File: src/rtl/operand_fetch_pkg.sv
// Shared definitions for the operand fetch block: FSM state encoding and default widths
// (the default widths match the register file).
package operand_fetch_pkg;

    localparam int OF_DATA_WIDTH    = 32;
    localparam int OF_LOG2_NUM_REGS = 4;
    localparam int OF_TAG_WIDTH     = 8;
    localparam int OF_NUM_SRCS      = 3;

    typedef enum logic [1:0] {
        OF_IDLE  = 2'd0,
        OF_RD_AB = 2'd1,
        OF_RD_C  = 2'd2,
        OF_OUT   = 2'd3
    } of_state_e;

endpackage

File: src/rtl/operand_fetch_if.sv
// Bundle of the decode request, register file read, writeback snoop and execute channels.
// The master modport is the operand fetch side; the slave modport is its environment.
interface operand_fetch_if
    import operand_fetch_pkg::*;
#(
    parameter int DATA_WIDTH    = OF_DATA_WIDTH,
    parameter int LOG2_NUM_REGS = OF_LOG2_NUM_REGS,
    parameter int TAG_WIDTH     = OF_TAG_WIDTH
);

    logic                     req_valid;
    logic                     req_ready;
    logic [TAG_WIDTH-1:0]     req_tag;
    logic [OF_NUM_SRCS-1:0]   req_src_en;
    logic [LOG2_NUM_REGS-1:0] req_src_a;
    logic [LOG2_NUM_REGS-1:0] req_src_b;
    logic [LOG2_NUM_REGS-1:0] req_src_c;

    logic [1:0]               rf_read_en;
    logic [LOG2_NUM_REGS-1:0] rf_raddr_0;
    logic [LOG2_NUM_REGS-1:0] rf_raddr_1;
    logic [DATA_WIDTH-1:0]    rf_rdata_0;
    logic [DATA_WIDTH-1:0]    rf_rdata_1;

    logic                     wb_en;
    logic [LOG2_NUM_REGS-1:0] wb_addr;
    logic [DATA_WIDTH-1:0]    wb_data;

    logic                     op_valid;
    logic                     op_ready;
    logic [TAG_WIDTH-1:0]     op_tag;
    logic [DATA_WIDTH-1:0]    op_a;
    logic [DATA_WIDTH-1:0]    op_b;
    logic [DATA_WIDTH-1:0]    op_c;

    modport master (
        input  req_valid, req_tag, req_src_en, req_src_a, req_src_b, req_src_c,
        input  rf_rdata_0, rf_rdata_1,
        input  wb_en, wb_addr, wb_data,
        input  op_ready,
        output req_ready,
        output rf_read_en, rf_raddr_0, rf_raddr_1,
        output op_valid, op_tag, op_a, op_b, op_c
    );

    modport slave (
        output req_valid, req_tag, req_src_en, req_src_a, req_src_b, req_src_c,
        output rf_rdata_0, rf_rdata_1,
        output wb_en, wb_addr, wb_data,
        output op_ready,
        input  req_ready,
        input  rf_read_en, rf_raddr_0, rf_raddr_1,
        input  op_valid, op_tag, op_a, op_b, op_c
    );

endinterface

File: src/rtl/operand_fetch_bypass.sv
// Per-read-port operand select: register file data, or writeback data on a same-cycle hit.
// Forwarding is compiled in only when WB_BYPASS_EN is defined.
module operand_bypass #(
    parameter int DATA_WIDTH    = 32,
    parameter int LOG2_NUM_REGS = 4
) (
    input  logic                     en,
    input  logic [LOG2_NUM_REGS-1:0] raddr,
    input  logic [DATA_WIDTH-1:0]    rdata,
    input  logic                     wb_en,
    input  logic [LOG2_NUM_REGS-1:0] wb_addr,
    input  logic [DATA_WIDTH-1:0]    wb_data,
    output logic [DATA_WIDTH-1:0]    value
);

`ifdef WB_BYPASS_EN
    // The register file writes on the edge, so a same-cycle write is not yet visible on rdata.
    always_comb begin
        value = '0;
        if (en) begin
            value = (wb_en && (wb_addr == raddr)) ? wb_data : rdata;
        end
    end
`else
    logic unused_wb;
    assign unused_wb = ^{wb_en, wb_addr, wb_data};
    assign value     = en ? rdata : '0;
`endif

endmodule

File: src/rtl/operand_fetch.sv
// Operand fetch: reads up to three sources over two register file ports and hands them to execute.
// Optional writeback forwarding is enabled with the WB_BYPASS_EN macro.
module operand_fetch
    import operand_fetch_pkg::*;
#(
    parameter int DATA_WIDTH    = OF_DATA_WIDTH,
    parameter int LOG2_NUM_REGS = OF_LOG2_NUM_REGS,
    parameter int TAG_WIDTH     = OF_TAG_WIDTH
) (
    input logic            clk,
    input logic            reset,
    operand_fetch_if.master bus
);

    of_state_e                state_q, state_d;
    logic [TAG_WIDTH-1:0]     tag_q, tag_d;
    logic [OF_NUM_SRCS-1:0]   src_en_q, src_en_d;
    logic [LOG2_NUM_REGS-1:0] src_a_q, src_a_d;
    logic [LOG2_NUM_REGS-1:0] src_b_q, src_b_d;
    logic [LOG2_NUM_REGS-1:0] src_c_q, src_c_d;
    logic [DATA_WIDTH-1:0]    op_a_q, op_a_d;
    logic [DATA_WIDTH-1:0]    op_b_q, op_b_d;
    logic [DATA_WIDTH-1:0]    op_c_q, op_c_d;

    logic                     rd_en_0, rd_en_1;
    logic [LOG2_NUM_REGS-1:0] rd_addr_0, rd_addr_1;
    logic [DATA_WIDTH-1:0]    sel_0, sel_1;
    logic                     req_ready;
    logic                     load;

    operand_bypass #(.DATA_WIDTH(DATA_WIDTH), .LOG2_NUM_REGS(LOG2_NUM_REGS)) u_bypass_0 (
        .en      (rd_en_0),
        .raddr   (rd_addr_0),
        .rdata   (bus.rf_rdata_0),
        .wb_en   (bus.wb_en),
        .wb_addr (bus.wb_addr),
        .wb_data (bus.wb_data),
        .value   (sel_0)
    );

    operand_bypass #(.DATA_WIDTH(DATA_WIDTH), .LOG2_NUM_REGS(LOG2_NUM_REGS)) u_bypass_1 (
        .en      (rd_en_1),
        .raddr   (rd_addr_1),
        .rdata   (bus.rf_rdata_1),
        .wb_en   (bus.wb_en),
        .wb_addr (bus.wb_addr),
        .wb_data (bus.wb_data),
        .value   (sel_1)
    );

    always_comb begin
        // NOTE: every signal gets a default before the case so no path leaves one unassigned (no latch).
        state_d   = state_q;
        tag_d     = tag_q;
        src_en_d  = src_en_q;
        src_a_d   = src_a_q;
        src_b_d   = src_b_q;
        src_c_d   = src_c_q;
        op_a_d    = op_a_q;
        op_b_d    = op_b_q;
        op_c_d    = op_c_q;
        rd_en_0   = 1'b0;
        rd_en_1   = 1'b0;
        rd_addr_0 = '0;
        rd_addr_1 = '0;
        req_ready = 1'b0;

        case (state_q)
            OF_IDLE: begin
                req_ready = !reset;
                if (bus.req_valid) state_d = OF_RD_AB;
            end
            OF_RD_AB: begin
                rd_en_0   = src_en_q[0];
                rd_en_1   = src_en_q[1];
                rd_addr_0 = src_en_q[0] ? src_a_q : '0;
                rd_addr_1 = src_en_q[1] ? src_b_q : '0;
                op_a_d    = sel_0;
                op_b_d    = sel_1;
                op_c_d    = '0;
                state_d   = src_en_q[2] ? OF_RD_C : OF_OUT;
            end
            OF_RD_C: begin
                rd_en_0   = src_en_q[2];
                rd_addr_0 = src_en_q[2] ? src_c_q : '0;
                op_c_d    = sel_0;
                state_d   = OF_OUT;
            end
            OF_OUT: begin
                req_ready = bus.op_ready && !reset;
                if (bus.op_ready) state_d = bus.req_valid ? OF_RD_AB : OF_IDLE;
            end
            default: state_d = OF_IDLE;
        endcase

        // A request is captured from IDLE, or from OUT in the same cycle as the execute handshake.
        load = bus.req_valid && req_ready;
        if (load) begin
            tag_d    = bus.req_tag;
            src_en_d = bus.req_src_en;
            src_a_d  = bus.req_src_a;
            src_b_d  = bus.req_src_b;
            src_c_d  = bus.req_src_c;
        end
    end

    always_ff @(posedge clk) begin
        // NOTE: state registers use non-blocking assignments so all of them update from pre-edge values.
        if (reset) begin
            state_q  <= OF_IDLE;
            tag_q    <= '0;
            src_en_q <= '0;
            src_a_q  <= '0;
            src_b_q  <= '0;
            src_c_q  <= '0;
            op_a_q   <= '0;
            op_b_q   <= '0;
            op_c_q   <= '0;
        end else begin
            state_q  <= state_d;
            tag_q    <= tag_d;
            src_en_q <= src_en_d;
            src_a_q  <= src_a_d;
            src_b_q  <= src_b_d;
            src_c_q  <= src_c_d;
            op_a_q   <= op_a_d;
            op_b_q   <= op_b_d;
            op_c_q   <= op_c_d;
        end
    end

    assign bus.req_ready  = req_ready;
    assign bus.rf_read_en = {rd_en_1, rd_en_0};
    assign bus.rf_raddr_0 = rd_addr_0;
    assign bus.rf_raddr_1 = rd_addr_1;
    assign bus.op_valid   = (state_q == OF_OUT);
    assign bus.op_tag     = tag_q;
    assign bus.op_a       = op_a_q;
    assign bus.op_b       = op_b_q;
    assign bus.op_c       = op_c_q;

endmodule
File: src/flat_wrapper.sv
// flat-port wrapper written by rule: the top's interface ports become plain ports
module operand_fetch_flat import operand_fetch_pkg::*;
#(
    parameter int DATA_WIDTH    = OF_DATA_WIDTH,
    parameter int LOG2_NUM_REGS = OF_LOG2_NUM_REGS,
    parameter int TAG_WIDTH     = OF_TAG_WIDTH
)
  (clk, reset, bus_req_valid, bus_req_tag, bus_req_src_en, bus_req_src_a, bus_req_src_b, bus_req_src_c, bus_rf_rdata_0, bus_rf_rdata_1, bus_wb_en, bus_wb_addr, bus_wb_data, bus_op_ready, bus_req_ready, bus_rf_read_en, bus_rf_raddr_0, bus_rf_raddr_1, bus_op_valid, bus_op_tag, bus_op_a, bus_op_b, bus_op_c);
  operand_fetch_if #(.DATA_WIDTH(DATA_WIDTH), .LOG2_NUM_REGS(LOG2_NUM_REGS), .TAG_WIDTH(TAG_WIDTH)) bus_i ();
  input logic clk;
  input logic reset;
  input wire logic [$bits(bus_i.req_valid)-1:0] bus_req_valid;
  input wire logic [$bits(bus_i.req_tag)-1:0] bus_req_tag;
  input wire logic [$bits(bus_i.req_src_en)-1:0] bus_req_src_en;
  input wire logic [$bits(bus_i.req_src_a)-1:0] bus_req_src_a;
  input wire logic [$bits(bus_i.req_src_b)-1:0] bus_req_src_b;
  input wire logic [$bits(bus_i.req_src_c)-1:0] bus_req_src_c;
  input wire logic [$bits(bus_i.rf_rdata_0)-1:0] bus_rf_rdata_0;
  input wire logic [$bits(bus_i.rf_rdata_1)-1:0] bus_rf_rdata_1;
  input wire logic [$bits(bus_i.wb_en)-1:0] bus_wb_en;
  input wire logic [$bits(bus_i.wb_addr)-1:0] bus_wb_addr;
  input wire logic [$bits(bus_i.wb_data)-1:0] bus_wb_data;
  input wire logic [$bits(bus_i.op_ready)-1:0] bus_op_ready;
  output wire logic [$bits(bus_i.req_ready)-1:0] bus_req_ready;
  output wire logic [$bits(bus_i.rf_read_en)-1:0] bus_rf_read_en;
  output wire logic [$bits(bus_i.rf_raddr_0)-1:0] bus_rf_raddr_0;
  output wire logic [$bits(bus_i.rf_raddr_1)-1:0] bus_rf_raddr_1;
  output wire logic [$bits(bus_i.op_valid)-1:0] bus_op_valid;
  output wire logic [$bits(bus_i.op_tag)-1:0] bus_op_tag;
  output wire logic [$bits(bus_i.op_a)-1:0] bus_op_a;
  output wire logic [$bits(bus_i.op_b)-1:0] bus_op_b;
  output wire logic [$bits(bus_i.op_c)-1:0] bus_op_c;
  assign bus_i.req_valid = bus_req_valid;
  assign bus_i.req_tag = bus_req_tag;
  assign bus_i.req_src_en = bus_req_src_en;
  assign bus_i.req_src_a = bus_req_src_a;
  assign bus_i.req_src_b = bus_req_src_b;
  assign bus_i.req_src_c = bus_req_src_c;
  assign bus_i.rf_rdata_0 = bus_rf_rdata_0;
  assign bus_i.rf_rdata_1 = bus_rf_rdata_1;
  assign bus_i.wb_en = bus_wb_en;
  assign bus_i.wb_addr = bus_wb_addr;
  assign bus_i.wb_data = bus_wb_data;
  assign bus_i.op_ready = bus_op_ready;
  assign bus_req_ready = bus_i.req_ready;
  assign bus_rf_read_en = bus_i.rf_read_en;
  assign bus_rf_raddr_0 = bus_i.rf_raddr_0;
  assign bus_rf_raddr_1 = bus_i.rf_raddr_1;
  assign bus_op_valid = bus_i.op_valid;
  assign bus_op_tag = bus_i.op_tag;
  assign bus_op_a = bus_i.op_a;
  assign bus_op_b = bus_i.op_b;
  assign bus_op_c = bus_i.op_c;
  operand_fetch #(.DATA_WIDTH(DATA_WIDTH), .LOG2_NUM_REGS(LOG2_NUM_REGS), .TAG_WIDTH(TAG_WIDTH)) u_core (.clk(clk), .reset(reset), .bus(bus_i));
endmodule
File: config.mk
export PLATFORM = sky130hd
export DESIGN_NAME = operand_fetch_flat
export DESIGN_NICKNAME = d
export VERILOG_FILES = /design/src/rtl/operand_fetch_pkg.sv /design/src/rtl/operand_fetch_if.sv /design/src/rtl/operand_fetch_bypass.sv /design/src/rtl/operand_fetch.sv /design/src/flat_wrapper.sv
export SDC_FILE = /design/constraint.sdc
export NUM_CORES = 1
export LEC_CHECK = 0
export CORE_MARGIN = 2
export CORE_UTILIZATION = 25
export DETAILED_ROUTE_END_ITERATION = 6
export SLEW_MARGIN = 40
export SYNTH_ARGS = -nofsm -noshare
export SYNTH_HDL_FRONTEND = slang
export SYNTH_SLANG_ARGS = --single-unit
File: constraint.sdc
create_clock -name clk -period 2.3 [get_ports clk]
set_clock_uncertainty 0.1 [all_clocks]
set_input_delay 0.69 -clock clk [delete_from_list [all_inputs] [get_ports clk]]
set_output_delay 0.69 -clock clk [all_outputs]
set_load 0.05 [all_outputs]
==> reports/results.txt <==
Fin crit share - 104.0%
Die Height - 138.5 microns
Setup TNS - -0.5236 ns
Port-buffer cells - 206
Outcome - complete, but fails checks
Register area share after synthesis - 53.54%
Die width - 138.5 microns
CTS buffer count - 17
Clk_lat worst skew - 0.41 ns
Max-cap violations - 0
Top-area cell type share of the netlist area - 53.54%
DR pass1 iterations - 5
# DRC - 0
Via count - 4110
DRT iter0 DRCs - 162
Initial Utilization - 25.36%
FP Rows - 49
Final setup violation count - 9
Cell family with most CP delay - flip-flops
Critical path endpoint category - output pin
CTS root buf - clkbuf_16
Cell variety after synth - 26
TritonCTS clock tree - built
Layout area overhead - 67.48%
Synth warn - 0
Vias per std cell - 4.665
Mapped Cells - 437
GR Util All Layers - 14.42%
Top cells by area, synth - dfxtp_1 54%, a22o_1 12%, a21oi_1 6.5%
First-pass GRT wire length - 22090 microns
Hold crit path type - register to register
Slowest-stage cell, CP - dfxtp_2
Failing checks - negative setup slack
Cell taking the most area after synthesis - dfxtp_1
Critical path type - register to output pin
Final ANT Viol Nets - 0
Die area - 19190 sq um
Worst-margin pin slew - 0.5353 ns
DP HPWL - 9375 microns
Crit Path Max Fanout - 5
Share of layout cells above drive strength 1 - 18.40%
Initial antenna violation count - 1
RePlAce Congestion - 0.7758
WL final - 13980 microns
WHS - 0.3641 ns
Cells along the critical path - inv_4 > ha_4 > and2_4 > a32oi_2 > nor2b_4 > buf_12
Setup crit start kind - register
Final Max Slew Viols - 0
Synthesized area - 4524 sq um
Leak pwr - 3.385 nW
Final setup margin - -0.09250 ns
WL/cell - 15.87 microns
Vias in the first global route - 4166
Syn_area_per_cell - 10.35 sq um
Slew HR - 64.46%
CP bufs+invs - 2
Critical Path RT - 1.51 ns
I/O pin count - 244
Buffer depth of the longest clock path - 2
Most frequent cells in the layout - 119 x dfxtp_1, 88 x clkdlybuf4s50_1, 87 x dlygate4sd2_1
Worst VDD drop - 847.4 uV
Most common cell after layout, fill and taps aside - dfxtp_1
Net count, final - 774
Overflow after GRT - 0
Unrepaired setup endpoints after global routing - true
Min Tclk post-route - 2.392 ns
PwrDens - 997.4 nW/um^2
Fmax - 0.4180 GHz
Clk sink count - 121
Diode count - 0
Net Count, Synth - 572
Max incr delay on CP - 0.36 ns
Largest net degree at the start of global routing - 62
Fill cells - 1713
CTS clock-pin slew for the worst setup and hold paths - 0.05 ns
Final hold viol count - 0
Register bit total from synthesis - 121
CTS HTree Levels - 4
Core Area - 17840 sq um
WP data arrival - 1.60 ns
[sequential cells by signal (all words and copies together), names as in the netlist]
signal and count:
u_core.bus.op_a 32, u_core.bus.op_b 32, u_core.bus.op_c 32, u_core.bus.op_tag 8, u_core.src_a_q 4, u_core.src_b_q 4
u_core.src_c_q 4, u_core.src_en_q 3, u_core.state_q 2
[cell usage after synthesis]
master    count
ha_1          7
nor2_1       34
and3_1        4
a31o_1       16
dfxtp_1     121
nand2b_1     24
inv_1         2
o21ai_0       2
nor2b_1      39
a21oi_2       1
clkbuf_2      1
and2_1        3
buf_4         7
or3b_2        1
a21oi_1      59
buf_2        13
a21o_1        1
a211o_1       1
a22o_1       64
a211oi_1      1
a31o_2        7
nor3b_2       1
clkbuf_1     14
nor4bb_1      2
a32oi_1       4
buf_6         8
[layout make-up]
cell class / instances / area, sq um / share of cell area, %
inverters: 2 / 12.51 / 0.1651
repair buffers: 226 / 2235 / 29.49
flip-flops and latches: 121 / 2427 / 32.03
clock buffers: 17 / 425.4 / 5.614
clock inverters: 15 / 163.9 / 2.163
multi-input cells: 271 / 2027 / 26.75
well taps: 229 / 286.5 / 3.781
[power by group]
group	total [W]	switching, W	internal [W]
Combinational	0.00246	0.00146	0.00100
Clock	0.00265	0.00103	0.00162
Sequential	0.00245	0.000149	0.00230
[layer usage]
| layer | GRT usage [%] | routed length, microns | vias up |
|---|---|---|---|
| met3 | 5.819 | 995 | 17 |
| met5 | 0 | 13 | - |
| met1 | 16.43 | 5886 | 1963 |
| met2 | 24.96 | 6916 | 157 |
| li1 | - | - | 1971 |
| met4 | 4.082 | 171 | 2 |
[what timing repair did]
| action | in CTS | in global routing |
|---|---|---|
| setup buffers | 6 | 1 |
| endpoints found under the setup margin | 97 | 11 |
| gates resized for setup | 116 | 5 |
| hold buffers | 0 | 0 |
| pin swaps | 5 | 2 |
[stage by stage]
| stage | power, W | cell area, sq um | setup slack (ns) | cells | utilization [%] |
|---|---|---|---|---|---|
| floorplan | 0.003892 | 4549 | -0.1543 | 437 | - |
| global placement | 0.004654 | 6892 | -0.1421 | 842 | 38.63 |
| detailed placement | 0.004712 | 6892 | -0.1353 | 842 | 38.63 |
| CTS | 0.007624 | 7543 | -0.1115 | 880 | 42.28 |
| global route | 0.007945 | 7577 | -0.1603 | 881 | 42.47 |
| finish | 0.007558 | 7577 | -0.09250 | 881 | 42.47 |
[path summary, 6_finish.rpt]
| kind | start | endpoint | slack, ns | depth (start not counted) |
|---|---|---|---|---|
| min reg2reg | u_core.bus.op_a[14] | u_core.bus.op_a[14] | 0.36 | 1 |
| max | u_core.state_q[0] | bus_rf_raddr_0[3] | -0.09 | 6 |
| max reg2reg | u_core.state_q[1] | u_core.src_en_q[2] | 0.31 | 8 |
| min | u_core.bus.op_a[14] | u_core.bus.op_a[14] | 0.36 | 1 |
[worst reg2reg max path: cells and delay by family, from the launching register on]
family          cells  cell delay (ns)
buf+inv             4             0.58
flops               1             0.38
compound gates      2             0.35
fa+ha+maj           1             0.26
simple gates        1             0.22
[cell families after synthesis]
kind of cell	after synthesis	synth area share, %
DFF	121	53.54
and+or+nand+nor	108	13.41
buffers and inverters	45	6.029
adders and majority gates	7	1.936
AOI/OAI and AO/OA	156	25.08
No activity file was read; power rests on OpenSTA's default activity.
==> patch 1 (same flow settings) <==
Build with the macro `WB_BYPASS_EN` defined.
--- a/src/rtl/operand_fetch_bypass.sv
+++ b/src/rtl/operand_fetch_bypass.sv
@@ -1,5 +1,7 @@
 // Per-read-port operand select: register file data, or writeback data on a same-cycle hit.
 // Forwarding is compiled in only when WB_BYPASS_EN is defined.
+`define WB_BYPASS_EN
+
 module operand_bypass #(
     parameter int DATA_WIDTH    = 32,
     parameter int LOG2_NUM_REGS = 4
Check against the original RTL: not equivalent (a bounded check fails within 4 cycles, from zero or initial values and one cycle with reset high).
==> patch 1 against the original RTL <==
The flow still finishes with violations (negative setup slack). Combinational power up 11%. Setup slack worse by 91 ps. Fmax is 3.7% lower. Count of clock-buffer cells in the layout grew 5. Global-route usage up 2.8 points. Cell area rose by 37%. Critical endpoint is now bus_rf_raddr_0[1]. Total power is 7.4% higher. Worst hold slack got worse by 21 ps. Area after synthesis rose by 31%. Critical path type unchanged. Sequential cell count did not move. Non-clock buffer count up 97. Wire length increased by 70%. Core utilization increased by 1.9 points.
==> patch 1: results (changes against the original RTL) <==
[status]
status=finished with violations  ; unchanged
failed_checks=negative setup slack  ; unchanged

[grt]
grtUsageTotal=0.172  ; was 0.144
grt_pass1_vias=6006  ; was 4166
grt_max_degree=51  ; was 62
grt_pass1_wl_microns=33300  ; was 22100 microns
grt_overflow=0  ; unchanged
antenna_found_initial=0  ; was 1

[place]
io_buffers=243  ; was 206
pre_cts_ws_ps=-415  ; was -135 ps
dpl.hpwl_microns=15800  ; was 9380 microns
post-place-cells=1244  ; was 842
globalplace.congestion=0.759  ; was 0.776

[routing]
drtIter0Drc=356  ; was 162
first_pass_iters=4  ; was 5
wl_per_cell_microns=18.2  ; was 15.9 microns
wl_microns=23800  ; was 14000 microns
vias=6194  ; was 4110

[finish]
nNetsFinal=1110  ; was 774
drive_above_1_share=0.294  ; was 0.184
fillers=2305  ; was 1713

[logic_synthesis]
syn_nets=830  ; was 572
synth_warnings=0  ; unchanged
synth_cell_types=43  ; was 26
synthTopCellsByArea=dfxtp_1 41%, nand2_1 13%, o211ai_2 13%  ; was dfxtp_1 54%, a22o_1 12%, a21oi_1 6.5%
synth_top_cells_by_count=212 x nand2_1, 121 x dfxtp_1, 65 x nand4_1  ; was 121 x dfxtp_1, 64 x a22o_1, 59 x a21oi_1
avgSynthCellArea_sq_um=8.56  ; was 10.4 sq um
ys_seq_area_frac=0.407  ; was 0.535
synth-async-reset-ratio=0  ; unchanged

[power_and_ir_drop]
irDropWorstVdd_uv=431  ; was 847 uV
power_leakage_uw=0.00463  ; was 0.00338 uW

[worst_hold_path]
worstHoldPathType=flop to flop  ; unchanged

[clock_network]
cts_buffers=17  ; unchanged
cts.clk_slew.worst_paths_ps=60

[timing]
hold_violations=0  ; unchanged
setup_viol=68  ; was 9
relSlewSlack=0.666  ; was 0.645
finalWorstSetupSlack_ps=-183  ; was -92.5 ps

[worst_setup_path]
arrival_ps=1690  ; was 1600 ps
path_max_fanout=4  ; was 5

patch 1: changes by cell type after synthesis, sizes merged, moves of 31 or more:
cell and change:
nand2 +212, nand4 +65, a22o -64, o211ai +62, a21oi -59, nor2b -35
mux2i +33, o21ai +31
patch 1: timing repair:
action | in CTS | in global routing
cloned | 0 | 15
buffers inserted | 7 | 10
gates resized for setup | 74 | 38
endpoints found under the setup margin | 107 | 94
pin swaps | 7 | 50
patch 1: critical path: stages, from the launching register on:
cell and delay, ps:
dfxtp_4 370, inv_6 80, ha_4 170, nand3_2 90, and2_4 180, buf_6 110
nor2b_4 110, buf_12 140
patch 1: stage by stage:
stage                     area, sq um   util  TNS, ps
after floorplan                  5970      -        0
after global placement           9090  0.389   -33520
after detailed placement         9090  0.389   -36360
after CTS                        9830  0.420     -878
after global routing            10400  0.444   -10560
final                           10400  0.444    -5140
patch 1: cell type report:
type	instances	share of cell area
Tap cell	319	0.0384
Clock inverter	10	0.0160
Inverter	6	0.00289
Multi-Input combinational cell	506	0.333
Clock buffer	22	0.0457
Timing Repair Buffer	323	0.330
Sequential cell	121	0.234
patch 1: final timing paths:
kind                                           from                   to  slack [ps]  cells after the start
worst max-delay path              u_core.state_q[1]    bus_rf_raddr_0[1]        -180                      7
worst max register to register    u_core.state_q[0]  u_core.bus.op_a[25]        -100                     10
worst min register to register  u_core.bus.op_b[12]  u_core.bus.op_b[12]         340                      2
worst min-delay path            u_core.bus.op_b[12]  u_core.bus.op_b[12]         340                      2
patch 1: per-layer routing:
metal,GRT usage,vias up,part of all wire
met4,0.0511,0,0.013
met3,0.0525,22,0.068
met5,0,-,0
met1,0.216,2949,0.44
met2,0.284,193,0.48
li1,-,3030,-
patch 1: cells by family after synthesis:
family,after synthesis,share of synthesized area
xor+xnor,4,0.00589
simple gates,347,0.278
buf+inv,69,0.0566
compound gates,114,0.182
fa+ha+maj,7,0.0147
mux,33,0.0555
flops,121,0.407
patch 1: power by group:
group          leakage, uW  switching (uW)  internal (uW)  total (uW)
clock             0.000307            1030           1900        2940
combinational      0.00335            1480           1260        2740
sequential        0.000979             161           2280        2440
total              0.00463            2680           5440        8120
==> patch 2 (config.mk and constraints unchanged) <==
Made on the original files. `op_b_q` no longer has a reset.
--- a/src/rtl/operand_fetch.sv
+++ b/src/rtl/operand_fetch.sv
@@ -114,7 +114,6 @@
             src_b_q  <= '0;
             src_c_q  <= '0;
             op_a_q   <= '0;
-            op_b_q   <= '0;
             op_c_q   <= '0;
         end else begin
             state_q  <= state_d;
@@ -124,9 +123,12 @@
             src_b_q  <= src_b_d;
             src_c_q  <= src_c_d;
             op_a_q   <= op_a_d;
-            op_b_q   <= op_b_d;
             op_c_q   <= op_c_d;
         end
+    end
+
+    always_ff @(posedge clk) begin
+        op_b_q <= op_b_d;
     end
 
     assign bus.req_ready  = req_ready;
Behaviour: differs if reset is asserted again (counterexample within 4 cycles, from zero or initial values and one cycle with reset high); with reset held inactive, the same outputs for 10 cycles.
==> patch 2 against the original RTL <==
The flow still finishes with violations (negative setup slack). Register-to-register slack better by 100 ps. Wire length down 4.0%. Largest cell class unchanged. Critical path type unchanged. Sequential power up 14%. Die area up 1.5%. Final cell count down 7.2%. Setup slack worse by 3.3 ps. Sequential share of layout area up 3.5 points. Total power up 19%. Cell area up 2.1%. Sequential cell count unchanged. Synthesized cell count down 16%. Non-clock buffer count up 1. Area after synthesis up 1.5%.
==> patch 2: results (changes against the original RTL) <==
[routing]
first_pass_iters=6  ; was 5
drtIter0Drc=189  ; was 162
wl_per_cell_microns=16.4  ; was 15.9 microns

[place]
post-place-cells=778  ; was 842
globalplace.congestion=0.738  ; was 0.776
pre_cts_ws_ps=-125  ; was -135 ps
dpl.hpwl_microns=8780  ; was 9380 microns

[status]
failed_checks=negative setup slack  ; unchanged
status=finished with violations  ; unchanged

[worst_setup_path]
r2r_slack_ps=410  ; was 310 ps
critical_path.slowest_cell=dfxtp_4  ; was dfxtp_2
reg2reg_depth=7  ; was 8

[finish]
drive_above_1_share=0.231  ; was 0.184
fillers=1734  ; was 1713
nNetsFinal=711  ; was 774

[logic_synthesis]
syn_inst=369  ; was 437
synthAdderAreaFrac=0.0191  ; was 0.0194
synth_cell_types=31  ; was 26
synth_edf_count=32  ; was 0
syn_nets=504  ; was 572
synthTopCellsByArea=dfxtp_1 39%, edfxtp_1 21%, a22o_1 9.2%  ; was dfxtp_1 54%, a22o_1 12%, a21oi_1 6.5%
synth_compound_area_frac=0.216  ; was 0.251
synth_top_cells_by_count=89 x dfxtp_1, 48 x a22o_1, 33 x and3_1  ; was 121 x dfxtp_1, 64 x a22o_1, 59 x a21oi_1

[timing]
setup_viol=10  ; was 9
finalWorstSetupSlack_ps=-95.8  ; was -92.5 ps
tightestPinTransition_ps=587  ; was 535 ps

[grt]
antenna_found_initial=0  ; was 1
grt_pass1_wl_microns=21200  ; was 22100 microns
grt_pass1_vias=3885  ; was 4166
grt_max_degree=65  ; was 62

[power_and_ir_drop]
power_leakage_uw=0.00342  ; was 0.00338 uW
irDropWorstVdd_uv=517  ; was 847 uV

[worst_hold_path]
worstHoldStart=u_core.bus.op_c[4]  ; was u_core.bus.op_a[14]

==> patch 2: changes by cell type in the layout (fill, tap and decap cells not counted), sizes merged, moves of 3 or more <==
cell	unedited run	this run
clkbuf	17	22
nor2b	39	7
and3	4	36
inv	9	3
edfxtp	0	32
nor2	34	2
a21oi	60	28
dfxtp	121	89
bufinv	2	5
==> patch 2: cell type report <==
class                      instances  share of cell area
timing repair buffer             227               0.290
clock inverter                    10              0.0241
tap                              229              0.0370
sequential                       121               0.355
inverter                           2             0.00194
clock buffer                      22              0.0627
multi-input combinational        207               0.229
==> patch 2: layer usage <==
metal,global-route usage,wire (microns)
met1,0.169,5900
met2,0.227,6450
met3,0.0468,936
met4,0.0463,136
met5,0,0
==> patch 2: power by group through the flow <==
| stage | Sequential, uW | Combinational (uW) | Clock, uW |
|---|---|---|---|
| 2_1_floorplan | 3620 | 1190 | 0 |
| 3_3_place_gp | 2780 | 3000 | 0 |
| 3_5_place_dp | 2800 | 3060 | 0 |
| 4_1_cts | 2780 | 3170 | 3080 |
| 5_1_grt | 2830 | 3390 | 3190 |
| 6_report | 2790 | 3190 | 3000 |
==> patch 2: how the worst max path moves through the flow <==
stage,startpoint,endpoint,cells past startpoint,slack [ps]
CTS,u_core.state_q[0],bus_rf_raddr_0[0],6,-120
global placement,bus_op_ready,bus_req_ready,4,-130
global route,u_core.state_q[0],bus_rf_raddr_0[3],6,-160
finish,u_core.state_q[0],bus_rf_raddr_0[0],5,-100
floorplan,u_core.state_q[1],bus_rf_read_en[1],6,-70
detailed placement,bus_op_ready,bus_req_ready,4,-130
==> patch 2: timing repair <==
action                     4_1_cts  5_1_grt
pin swaps                        6        4
setup buffers                    7        1
setup endpoints to repair       96       10
resized for setup              112        6
==> patch 2: kinds of logic after synthesis <==
family | Yosys count
compound gates | 124
simple gates | 76
buf+inv | 41
flops | 121
fa+ha+maj | 7
==> patch 2: stage by stage <==
step           setup TNS, ps  hold slack (ps)  power [uW]  utilization
2_1_floorplan           -104              418        4810            -
3_3_place_gp            -243              358        5780        0.386
3_5_place_dp            -739              360        5860        0.386
4_1_cts                 -859              370        9030        0.427
5_1_grt                -1220              384        9410        0.429
6_report                -646              368        8980        0.429
